## src/rtl/io_bus_arbiter.sv

```systemverilog
// io_bus_arbiter
//   Two-requester round-robin arbiter and sequencer for the 6-bit address,
//   8-bit data I/O register bus. Each transaction takes three states:
//   IDLE (arbitrate and latch), ISSUE (single-cycle strobe), DONE (ack).
//   Every output is registered.
//
// Ports
//   clk, reset            : system clock, synchronous active-high reset
//   req/wr/addr/wdata 0,1 : requester transaction fields, held until ack
//   ack0, ack1            : one-cycle completion pulse per requester
//   rdata0, rdata1        : captured read data, held between reads
//   bus_addr, bus_wdata   : address and write data to the I/O block
//   bus_rdata             : combinational read data from the I/O block
//   bus_re, bus_we        : read / write strobes, high only during ISSUE
//   busy                  : high whenever the sequencer is not in IDLE
module io_bus_arbiter #(
    parameter logic RESET_PTR = 1'b1
) (
    input  logic       clk,
    input  logic       reset,
    input  logic       req0,
    input  logic       req1,
    input  logic       wr0,
    input  logic       wr1,
    input  logic [5:0] addr0,
    input  logic [5:0] addr1,
    input  logic [7:0] wdata0,
    input  logic [7:0] wdata1,
    output logic       ack0,
    output logic       ack1,
    output logic [7:0] rdata0,
    output logic [7:0] rdata1,
    output logic [5:0] bus_addr,
    output logic [7:0] bus_wdata,
    input  logic [7:0] bus_rdata,
    output logic       bus_re,
    output logic       bus_we,
    output logic       busy
);

    typedef enum logic [1:0] {
        IDLE,
        ISSUE,
        DONE
    } state_t;

    state_t state;
    logic   ptr;     // id of the last granted requester
    logic   gnt;     // id of the requester owning the current transaction
    logic   wr_q;    // current transaction is a write
    logic   pick;    // arbitration result, meaningful only when a request is present
    logic   pick_wr;

    // On a tie the requester that was not granted last wins.
    always_comb begin
        pick    = (req0 && req1) ? ~ptr : req1;
        pick_wr = pick ? wr1 : wr0;
    end

    always_ff @(posedge clk) begin
        if (reset) begin
            state     <= IDLE;
            ptr       <= RESET_PTR;
            gnt       <= 1'b0;
            wr_q      <= 1'b0;
            ack0      <= 1'b0;
            ack1      <= 1'b0;
            rdata0    <= '0;
            rdata1    <= '0;
            bus_addr  <= '0;
            bus_wdata <= '0;
            bus_re    <= 1'b0;
            bus_we    <= 1'b0;
            busy      <= 1'b0;
        end else begin
            case (state)
                IDLE: begin
                    if (req0 || req1) begin
                        gnt       <= pick;
                        ptr       <= pick;
                        wr_q      <= pick_wr;
                        bus_addr  <= pick ? addr1 : addr0;
                        bus_wdata <= pick ? wdata1 : wdata0;
                        bus_we    <= pick_wr;
                        bus_re    <= ~pick_wr;
                        busy      <= 1'b1;
                        state     <= ISSUE;
                    end
                end
                ISSUE: begin
                    // bus_rdata is sampled only at the end of the strobe cycle.
                    if (!wr_q) begin
                        if (gnt) rdata1 <= bus_rdata;
                        else     rdata0 <= bus_rdata;
                    end
                    if (gnt) ack1 <= 1'b1;
                    else     ack0 <= 1'b1;
                    bus_re <= 1'b0;
                    bus_we <= 1'b0;
                    state  <= DONE;
                end
                DONE: begin
                    ack0  <= 1'b0;
                    ack1  <= 1'b0;
                    busy  <= 1'b0;
                    state <= IDLE;
                end
                default: begin
                    state <= IDLE;
                end
            endcase
        end
    end

endmodule

```

## config.mk

```make
export PLATFORM = sky130hd
export DESIGN_NAME = io_bus_arbiter
export DESIGN_NICKNAME = d
export VERILOG_FILES = /design/src/rtl/io_bus_arbiter.sv
export SDC_FILE = /design/constraint.sdc
export NUM_CORES = 1
export LEC_CHECK = 0
export BUFFER_PORTS_ARGS = -buffer_cell sky130_fd_sc_hd__buf_2
export CAP_MARGIN = 30
export CORE_MARGIN = 2
export CORE_UTILIZATION = 35
export CTS_CLUSTER_DIAMETER = 200
export DETAILED_ROUTE_END_ITERATION = 8
export PLACE_DENSITY = 0.76
export REMOVE_ABC_BUFFERS = 1
export SLEW_MARGIN = 0
export SYNTH_ARGS = -nofsm -noshare
export SYNTH_HDL_FRONTEND = slang
export SYNTH_SLANG_ARGS = --single-unit
```

## constraint.sdc

```tcl
create_clock -name clk -period 2.58 [get_ports clk]
set_input_delay 0.258 -clock clk [delete_from_list [all_inputs] [get_ports clk]]
set_output_delay 0.258 -clock clk [all_outputs]
set_load 0.005 [all_outputs]
```

======== Word-level counts from Yosys, hierarchy flattened ========
Cells that the tools add are included.
operators by class
  equality and inequality tests ........... 5
  mux-type cells .......................... 16
  bitwise gates (word level) .............. 4
  reduce and logical (&&, ||, !) cells .... 13
operators with widths
  operator            number
  $pmux 1 s2          5
  $reduce_and 2->1    5
  $mux 8              1
  $mux 1              7
  $mux 6              1
  $ne 2x2->1 const B  3
  $reduce_and 3->1    2
  $reduce_bool 2->1   3
  $not 1->1           4
  $pmux 2 s2          1
  $eq 2x1->1 const B  1
  $eq 2x2->1 const B  1
  $logic_not 2->1     1
  $mux 2              1
  $logic_and 1x1->1   1
  $logic_or 1x1->1    1
word-level totals
  flip-flop bits (word level) ............. 40
  output and inout port bits .............. 35
  word-level logic and storage cells ...... 51

======== Depth between registers and ports, before layout ========
Gate-level depths: netlist of the first run.
  word-level depth ........................ 6
  gate-level depth with buffers ........... 6
  gate-level depth less buffers ........... 4

======== Least setup slack after synthesis of the first run ========
No wires, ideal clock.
  path type ............................... register -> register
  from .................................... reg state[1]
  to ...................................... reg rdata1[0]
  arrival ................................. 1162 ps
  required time ........................... 2452 ps
  slack ................................... 1290 ps
  stages on the path, launching flop included .. 7
  buffers on the path ..................... 2
  period minus slack after synthesis ...... 1290 ps
  cells stage by stage .................... dfxtp_1 nand2b_1 buf_2 nor3b_2 buf_6 mux2i_1 nor2_1
between the ends
  cells in the longest elaborated chain, start to end .. 2
RTL lines
  item                               line  RTL
  from (decl)                        47    state_t state;
  from (signal assigned)             62    state <= IDLE;
  from (signal assigned)             87    state <= ISSUE;
  from (signal assigned)             100   state <= DONE;
  $eq 2x1->1                         76    case (state)
  $reduce_and 3->1 (no source line)  --
  to (signal assigned)               93    if (gnt) rdata1 <= bus_rdata;
  to (decl)                          32    output logic [7:0] rdata1,
No other way between the ends.
A chain may end at the register's enable or synchronous reset.

======== Final worst setup path of the first run ========
  from .................................... reg state[0]
  to ...................................... reg rdata1[6]
The elaborated chain is that of the path after synthesis.

==> results of run 1 <==
-- placed cells by master (no fill, tap or decap), drive strengths merged --
cell,n
dfxtp,40
or3,2
nand2b,3
a22oi,1
nand3b,1
nor3b,2
a211oi,15
a21oi,12
a21boi,1
mux2i,23
nor2,31
nor3,2
inv,1
buf,79
clkbuf,7
nand2,20
nand3,2
-- synthesized netlist by cell type --
library cell	n	area share [%]
a211oi_1	15	7.2
a21boi_1	1	0.48
a21oi_1	12	3.8
a22oi_1	1	0.48
buf_2	4	1.3
buf_4	1	0.48
buf_6	2	1.4
clkbuf_1	5	1.2
dfxtp_1	40	51
inv_2	1	0.24
mux2i_1	23	15
nand2_1	20	4.8
nand2b_1	3	1.2
nand3_1	2	0.64
nand3b_1	1	0.48
nor2_1	31	7.4
nor3_2	2	1.3
nor3b_1	1	0.48
nor3b_2	1	0.80
or3_1	2	0.80
-- cell families after synthesis --
family	after synthesis
AOI/OAI and AO/OA	29
buffers and inverters	13
DFF	40
muxes	23
and+or+nand+nor	63
-- layout make-up --
type / instances / area, um2
fill: 416 / 2270
sequential: 40 / 801
multi-input combinational: 115 / 708
timing repair buffer: 79 / 410
clock buffer: 7 / 96.3
tap: 52 / 65.1
inverter: 1 / 3.75
-- flip-flops by register name, summed over array words and instances, names as in the netlist, 2 cells and up --
register,flops
state,2
bus_addr,6
rdata1,8
bus_wdata,8
rdata0,8
-- path summary, 6_finish.rpt --
path	from	endpoint	cells after the start
setup / recovery	state[0]	rdata1[6]	5
hold / removal	bus_rdata[1]	rdata0[1]	3
setup reg to reg	state[0]	rdata1[6]	5
hold reg to reg	rdata0[4]	rdata0[4]	2
-- tightest hold or removal path, stage by stage --
cell and delay (ps):
buf_2 100, nand2_1 50, a21oi_1 50
-- through the flow --
stage | std cells | setup slack, ps | cell area (um2) | utilization (%) | hold WS (ps)
2_1_floorplan | 156 | 542 | 1500 | - | 327
5_1_grt | 294 | 858 | 2080 | 47.9 | 206
3_3_place_gp | 286 | 966 | 1970 | 45.3 | 441
4_1_cts | 294 | 1020 | 2080 | 47.9 | 201
3_5_place_dp | 287 | 996 | 1990 | 45.7 | 444
6_report | 294 | 1040 | 2080 | 47.9 | 215
-- power groups by stage --
stage | logic (mW) | registers [mW] | clock network, mW
5_1_grt | 0.256 | 0.701 | 0.480
6_report | 0.224 | 0.694 | 0.441
2_1_floorplan | 0.113 | 0.710 | 0
3_5_place_dp | 0.229 | 0.708 | 0
4_1_cts | 0.229 | 0.694 | 0.463
3_3_place_gp | 0.217 | 0.709 | 0
-- metal layers --
| metal | track usage, % | part of all wire [%] | wire length, um |
|---|---|---|---|
| met5 | 0 | 0 | 0 |
| met1 | 16.9 | 44 | 1430 |
| met4 | 6.08 | 1.7 | 55 |
| met3 | 5.27 | 7.8 | 256 |
| met2 | 23.9 | 47 | 1550 |
==> summary.md, run 1 <==
| Metric | Value |
|---|---|
| Status | finished, final reports clean |
| Post-DP HPWL | 2420 um |
| Ant diodes | 0 |
| Fmax | 0.650 GHz |
| Psw | 0.345 mW |
| Largest family of logic cells by synthesized area | simple AND/OR/NAND/NOR gates |
| Initial antenna violation count | 0 |
| Setup TNS | 0 ps |
| Pint | 1.01 mW |
| Chip width | 71.0 um |
| CTS tree | built |
| Hold Path Class | in -> reg |
| Xor/xnor share of the synthesized area | 0% |
| Reg2reg setup slack | 1040 ps |
| Switching share of power | 25.4% |
| Post-synthesis simple-gate area fraction | 17.8% |
| CTS resizes | 0 |
| Min Tclk post-route | 1540 ps |
| Buf/Inv on CP | 1 |
| Pwr dens | 652 nW/um2 |
| Crit share post-route | 59.6% |
| CTS Buf Count | 5 |
| Layout Nets | 284 |
| Initial DRC Count | 33 |
| Skew final | 5.82 ps |
| DR WL/cell | 11.2 um |
| Compound-Gate Fraction of Synth Area | 11.9% |
| Setup CP Type | reg -> reg |
| Clk slew on worst S/H paths | 70 ps |
| Worst Path Required | 2730 ps |
| ANT nets after route | 0 |
| Setup bufs post-CTS | 0 |
| CP Capture Type | flop |
| Yosys reg bits | 40 |
| CP peak stage delay | 430 ps |
| Mapped cell area | 1570 um2 |
| Distinct cells, synth | 20 |
| Synth Instances | 168 |
| Clock Latency Late Sink | 290 ps |
| Drc violations | 0 |
| Drt first pass iters | 4 |
| Die Y | 71.0 um |
| Slowest library cell on the worst path | dfxtp_1 |
| H-tree levels | 2 |
| Row count | 24 |
| IO buf count | 76 |
| CP cell instances | nand2b_1, nor3b_2, buf_4, mux2i_1, nor2_1 |
| Peak VDD IR | 0.000284 V |
| Root Driver | clkbuf_8 |
| Core area | 4350 um2 |
| First-pass GRT wire length | 5760 um |
| Mean post-synth cell area | 9.35 um2 |
| Total Wirelength | 3290 um |
| Sequential area share after synthesis | 51.0% |
| Hold_buf cts | 0 |
| Yosys warnings | 0 |
| Clock power frac | 32.5% |
| Area share of fa/ha/maj cells after synthesis | 0% |
| Final Hold Viols | 0 |
| RSZ-0062 raised after global routing | false |
| Total GRT Usage | 14.4% |
| Sink Count | 40 |
| Final setup viols | 0 |
| Vias in the first global route | 1,325 |
| Flop pwr share | 51.1% |
| Final GP Congestion | 0.725 |
| Multiplexer share of the synthesized area | 14.6% |
| Routed vias/inst | 4.72 |
| Worst Path Max Fanout | 8 |
| Vias | 1,388 |
| Slew Viols, Final | 0 |
| Initial core utilization | 36.1% |
| Cell family contributing the most delay on the critical path | simple AND/OR/NAND/NOR gates |
| Layout cell share with drive strength beyond 1 | 37.6% |
| Largest net degree at the start of global routing | 41 |
| Setup crit start kind | flop |
| CTS Buffer Depth | 2 |
| Total gr overflow | 0 |
| Comb power frac | 16.5% |
| Area Overhead vs Synth | 32.6% |
| Tot Pwr | 1.36 mW |
| Max Cap Violations | 0 |
| Die ar. | 5040 um2 |
| Critical Path AT | 1690 ps |
| P_leak | 0.969 nW |
| Boundary Pins | 77 |
| Max-slew headroom | 53.7% |
| Worst-Margin Slew | 695 ps |
No activity file was read; power rests on OpenSTA's default activity.
==> run 2: changes to the inputs <==
--- a/config.mk
+++ b/config.mk
@@ -11,7 +11,7 @@
 export CORE_UTILIZATION = 35
 export CTS_CLUSTER_DIAMETER = 200
 export DETAILED_ROUTE_END_ITERATION = 8
-export PLACE_DENSITY = 0.76
+export PLACE_DENSITY = 0.78
 export REMOVE_ABC_BUFFERS = 1
 export SLEW_MARGIN = 0
 export SYNTH_ARGS = -nofsm -noshare
==> constraint.sdc (replaced) <==
create_clock -name clk -period 1.39 [get_ports clk]
set_input_delay 0.139 -clock clk [delete_from_list [all_inputs] [get_ports clk]]
set_output_delay 0.139 -clock clk [all_outputs]
set_load 0.005 [all_outputs]
==> run 2 against run 1 <==
Sequential cell count unchanged. Clock power up 150%. Register-to-register slack worse by 910 ps. Critical path type unchanged. Critical endpoint is now rdata1[1]. Largest cell class unchanged.
==> summary.md, run 2 (synthesis gave the netlist of run 1 again) <==
| Metric | Value |
|---|---|
| Setup bufs post-CTS | 0 (unchanged) |
| Vias in the first global route | 1,305 (-1.5%) |
| Routed vias/inst | 4.66 (-1.3%) |
| CTS Buffer Depth | 2 (unchanged) |
| Fmax | 0.796 GHz (+22%) |
| Boundary Pins | 77 (unchanged) |
| ANT nets after route | 0 (unchanged) |
| Setup CP Type | reg -> reg |
| CP Capture Type | flop |
| Root Driver | clkbuf_8 |
| Area Overhead vs Synth | 39.2% |
| Pwr dens | 1290 nW/um2 (+99%) |
| R2R Path Start | state[1] |
| Worst Path Required | 1580 ps (-1150 ps) |
| DR WL/cell | 11.4 um (+1.7%) |
| # fillers | 405 (-2.6%) |
| Worst Hold Path Cells | 3 (unchanged) |
| Crit share post-route | 90.4% (+31 points) |
| Min Tclk post-route | 1260 ps (-281 ps) |
| DP Cell Count | 294 (+2.4%) |
| Finished Layout Cells | 301 (+2.4%) |
| Post-DP HPWL | 2550 um (+5.1%) |
| Initial antenna violation count | 0 (unchanged) |
| Layout cell share with drive strength beyond 1 | 39.4% (+1.8 points) |
| Worst Path Max Fanout | 8 (unchanged) |
| Slew Viols, Final | 0 (unchanged) |
| Die Y | 71.0 um (unchanged) |
| Hold Path Class | in -> reg |
| Clock Latency Late Sink | 290 ps (about the same) |
| Total Wirelength | 3430 um (+4.1%) |
| Reg2reg setup slack | 130 ps (-910 ps) |
| Ant diodes | 0 (unchanged) |
| H-tree levels | 2 (unchanged) |
| Chip width | 71.0 um (unchanged) |
| Clk slew on worst S/H paths | 80 ps (about the same) |
| Peak VDD IR | 0.000870 V (+210%) |
| Layout Utilization | 50.2% (+2.4 points) |
| Die ar. | 5040 um2 (unchanged) |
| Sink Count | 40 (unchanged) |
| Setup crit start kind | flop |
| Vias | 1,403 (+1.1%) |
| Core area | 4350 um2 (unchanged) |
| CTS Buf Count | 5 (unchanged) |
| IO buf count | 76 (unchanged) |
| Critical Path AT | 1440 ps (-250 ps) |
| Total gr overflow | 0 (unchanged) |
| Final setup viols | 0 (unchanged) |
| Row count | 24 (unchanged) |
| Setup WS pre-CTS | 129 ps (-867 ps) |
| Skew final | 4.87 ps (-0.944 ps) |
| P_leak | 1.02 nW (+5.8%) |
| Initial DRC Count | 29 (-12%) |
| CTS resizes | 0 (unchanged) |
| Worst R2R End | rdata1[1] |
| CTS tree | built |
| Hold path endpoint | rdata0[0] |
| Max Cap Violations | 0 (unchanged) |
| R2r worst-path depth | 5 (unchanged) |
| Commonest cells after routing, fill and taps aside | buf_2 (76), dfxtp_1 (40), nor2_1 (31), mux2i_1 (23), nand2_1 (20) |
| First-pass GRT wire length | 5550 um (-3.7%) |
| Final Hold Viols | 0 (unchanged) |
| Total GRT Usage | 14.0% (-0.45 points) |
| RSZ-0062 raised after global routing | false |
| Hold_buf cts | 0 (unchanged) |
| Fin worst setup slack | 133 ps (-909 ps) |
| Final GP Congestion | 0.747 (+3.0%) |
| Max-slew headroom | 74.7% (+21 points) |
| Worst-Margin Slew | 380 ps (-315 ps) |
| Tot Pwr | 2.83 mW (+110%) |
| HP Start | bus_rdata[0] |
| Largest net degree at the start of global routing | 34 (-17%) |
| Largest regs | bus_wdata x8, rdata0 x8, rdata1 x8 |
| Initial core utilization | 36.1% (unchanged) |
| Status | finished, final reports clean |
| Drc violations | 0 (unchanged) |
| Drt first pass iters | 4 (unchanged) |
| Final hold slack | 99.6 ps (-115 ps) |
| Layout Nets | 291 (+2.5%) |
| Most common cell after layout, fill and taps aside | buf_2 |
==> run 2: cell count changes in the layout (fill, tap and decap cells not counted), sizes merged <==
cell    delta
bufinv     +2
buf        +7
clkbuf     -2
==> run 2: per-stage QoR <==
stage,setup TNS [ps],cell area (um2)
after global placement,0,2060
after CTS,0,2190
after global routing,0,2190
after detailed placement,0,2060
after floorplan,-10950,1500
final,0,2190
==> run 2: worst max path at each step <==
stage,from,end,cells past startpoint
after floorplan,ptr,bus_we,4
after global placement,state[1],rdata0[5],4
after detailed placement,state[1],rdata1[1],5
after CTS,state[1],rdata1[0],5
after global routing,state[1],rdata1[3],5
final,state[1],rdata1[1],5
==> run 2: routing by layer <==
| metal | global-route usage [%] | wire (um) | up-vias |
|---|---|---|---|
| li1 | - | - | 734 |
| met1 | 16.1 | 1580 | 609 |
| met2 | 23.8 | 1560 | 56 |
| met3 | 4.27 | 246 | 4 |
| met4 | 6.29 | 38 | 0 |
| met5 | 0 | 0 | - |
==> run 2: final cells by class <==
type	count	area, um2	share of cell area [%]
Clock buffer	5	68.8	3.15
Clock inverter	2	60.1	2.75
Inverter	1	3.75	0.172
Multi-Input combinational cell	115	708	32.4
Sequential cell	40	801	36.6
Tap cell	52	65.1	2.97
Timing Repair Buffer	86	480	22.0
==> run 2: worst max-delay path, stage by stage, from the launching register on <==
cell,delay (ps)
dfxtp_1,310
nand2b_1,190
nor3b_2,190
buf_4,210
mux2i_1,200
nor2_1,60
==> run 2: power by group <==
group          internal (mW)  switching, mW  leakage [nW]  total, mW
clock                  0.707          0.388        0.0642       1.09
combinational          0.230          0.225         0.632      0.455
sequential              1.24         0.0458         0.329       1.28
==> run 3: changes to the inputs <==
--- a/config.mk
+++ b/config.mk
@@ -11,8 +11,8 @@
 export CORE_UTILIZATION = 35
 export CTS_CLUSTER_DIAMETER = 200
 export DETAILED_ROUTE_END_ITERATION = 8
-export PLACE_DENSITY = 0.78
-export REMOVE_ABC_BUFFERS = 1
+export PLACE_DENSITY = 0.76
+export SKIP_CTS_REPAIR_TIMING = 1
 export SLEW_MARGIN = 0
 export SYNTH_ARGS = -nofsm -noshare
 export SYNTH_HDL_FRONTEND = slang
==> constraint.sdc (replaced) <==
create_clock -name clk -period 1.6 [get_ports clk]
set_input_delay 0.16 -clock clk [delete_from_list [all_inputs] [get_ports clk]]
set_output_delay 0.16 -clock clk [all_outputs]
set_load 0.005 [all_outputs]
==> run 3 against run 2 <==
Critical path depth did not move. Sequential share of layout area up 1.2 points. Design area down 3.1%. Non-clock buffer count fell by 5. Worst hold slack improved by 14 ps. Sequential power fell by 13%. Sequential cell count is the same. Clock power decreased by 26%. Wire length fell by 2.7%. Register-to-register slack better by 80 ps. Global-route usage decreased by 0.78 points.
==> summary.md, run 3 (synthesis gave the netlist of run 1 again) <==
| Metric | Value |
|---|---|
| Largest net degree at the start of global routing | 41 (+21%) |
| Worst-Margin Slew | 710 ps (+330 ps) |
| Setup TNS | 0 ps (unchanged) |
| Flop pwr share | 48.7% (+3.4 points) |
| Drc violations | 0 (unchanged) |
| Setup crit start kind | flop |
| Max-slew headroom | 52.7% (-22 points) |
| Routed vias/inst | 4.69 (+0.55%) |
| Total Wirelength | 3330 um (-2.7%) |
| Drt first pass iters | 4 (unchanged) |
| Clock power frac | 35.0% (-3.7 points) |
| Initial core utilization | 36.1% (unchanged) |
| Commonest cells after routing, fill and taps aside | buf_2 (76), dfxtp_1 (40), nor2_1 (31), mux2i_1 (23), nand2_1 (20) |
| Pint | 1.72 mW (-21%) |
| Final Hold Viols | 0 (unchanged) |
| Sink Count | 40 (unchanged) |
| Clock Latency Late Sink | 290 ps (about the same) |
| Initial DRC Count | 36 (+24%) |
| Tot Pwr | 2.30 mW (-19%) |
| Core area | 4350 um2 (unchanged) |
| Worst Path Required | 1740 ps (+160 ps) |
| Final GP Congestion | 0.659 (-12%) |
| Total gr overflow | 0 (unchanged) |
| Row count | 24 (unchanged) |
| IO buf count | 76 (unchanged) |
| Boundary Pins | 77 (unchanged) |
| Max Cap Violations | 0 (unchanged) |
| H-tree levels | 2 (unchanged) |
| Switching share of power | 25.0% (+1.7 points) |
| RSZ-0062 raised after global routing | false |
| Pwr dens | 1080 nW/um2 (-16%) |
| Crit share post-route | 86.6% (-3.8 points) |
| Setup CP Type | reg -> reg |
| Largest regs | bus_wdata x8, rdata0 x8, rdata1 x8 |
| Fmax | 0.722 GHz (-9.3%) |
| ANT nets after route | 0 (unchanged) |
| Total GRT Usage | 13.2% (-0.78 points) |
| Clk slew on worst S/H paths | 80 ps (about the same) |
| Vias in the first global route | 1,228 (-5.9%) |
| Most common cell after layout, fill and taps aside | buf_2 |
| Final setup viols | 0 (unchanged) |
| Chip width | 71.0 um (unchanged) |
| Root Driver | clkbuf_8 |
| DR WL/cell | 11.2 um (-1.3%) |
| Layout cell share with drive strength beyond 1 | 38.4% (-0.99 points) |
| CP Capture Type | flop |
| Initial antenna violation count | 0 (unchanged) |
| Worst Path Max Fanout | 8 (unchanged) |
| P_leak | 0.985 nW (-3.9%) |
| Psw | 0.573 mW (-13%) |
| Die ar. | 5040 um2 (unchanged) |
| Slew Viols, Final | 0 (unchanged) |
| Peak VDD IR | 0.000460 V (-47%) |
| Min Tclk post-route | 1390 ps (+128 ps) |
| CTS tree | built |
| CTS Buf Count | 5 (unchanged) |
| Skew final | 8.43 ps (+3.56 ps) |
| Status | finished, final reports clean |
| Critical Path AT | 1530 ps (+90 ps) |
| First-pass GRT wire length | 5380 um (-3.0%) |
| # fillers | 415 (+2.5%) |
| Area Overhead vs Synth | 34.9% |
| Hold Path Class | in -> reg |
| Post-DP HPWL | 2490 um (-2.3%) |
| CTS Buffer Depth | 2 (unchanged) |
| Ant diodes | 0 (unchanged) |
| Mapped Nets | 210 |
| Die Y | 71.0 um (unchanged) |
| Vias | 1,392 (-0.78%) |
| Layout Nets | 286 (-1.7%) |
| Comb power frac | 16.3% (+0.2 points) |
run 3: cell count changes in the layout (fill, tap and decap cells not counted):
cell	change
buf_4	-4
buf_12	-1
bufinv_16	-1
clkinv_2	+1
clkinvlp_4	+1
run 3: power by group through the flow:
| stage | sequential [mW] | clock (mW) | combinational [mW] |
|---|---|---|---|
| after detailed placement | 1.14 | 0 | 0.378 |
| after global placement | 1.14 | 0 | 0.371 |
| after CTS | 1.12 | 0.833 | 0.379 |
| after floorplan | 1.14 | 0 | 0.208 |
| after global routing | 1.13 | 0.867 | 0.421 |
| final | 1.12 | 0.803 | 0.374 |
run 3: final timing paths:
path               end  slack [ps]  cells after the start          from
min reg2reg  rdata0[1]         460                      2     rdata0[1]
max reg2reg  rdata1[7]         210                      5      state[0]
min          rdata0[5]         110                      3  bus_rdata[5]
max          rdata1[7]         210                      5      state[0]
run 3: metrics by stage:
stage	cells	util (%)	hold slack [ps]	cell area [um2]	worst slack, ps
after floorplan	168	-	296	1570	310
after global placement	289	46.1	410	2010	303
after detailed placement	289	46.1	418	2010	235
after CTS	297	48.7	104	2120	209
after global routing	297	48.7	118	2120	94.9
final	297	48.7	114	2120	215
run 3: critical path, cell delays in order, from the launching register on:
cell      delay [ps]
dfxtp_1          440
nand2b_1         130
nor3b_2          180
buf_4            210
mux2i_1          210
nor2_1            60
run 3: per-layer routing:
metal  global-route usage [%]  wire length [um]  up-vias
met3                     4.70               232        2
met1                     15.1              1440      610
met2                     23.3              1660       51
met5                        0                 0        -
met4                     3.77                 8        0
li1                         -                 -      729
run 3: layout make-up:
type	instances	area [um2]	share of cell area, %
multi-input combinational	115	708	33.4
inverter	1	3.75	0.177
tap	52	65.1	3.07
clock inverter	3	42.5	2.01
clock buffer	5	68.8	3.25
sequential	40	801	37.8
timing repair buffer	81	430	20.3
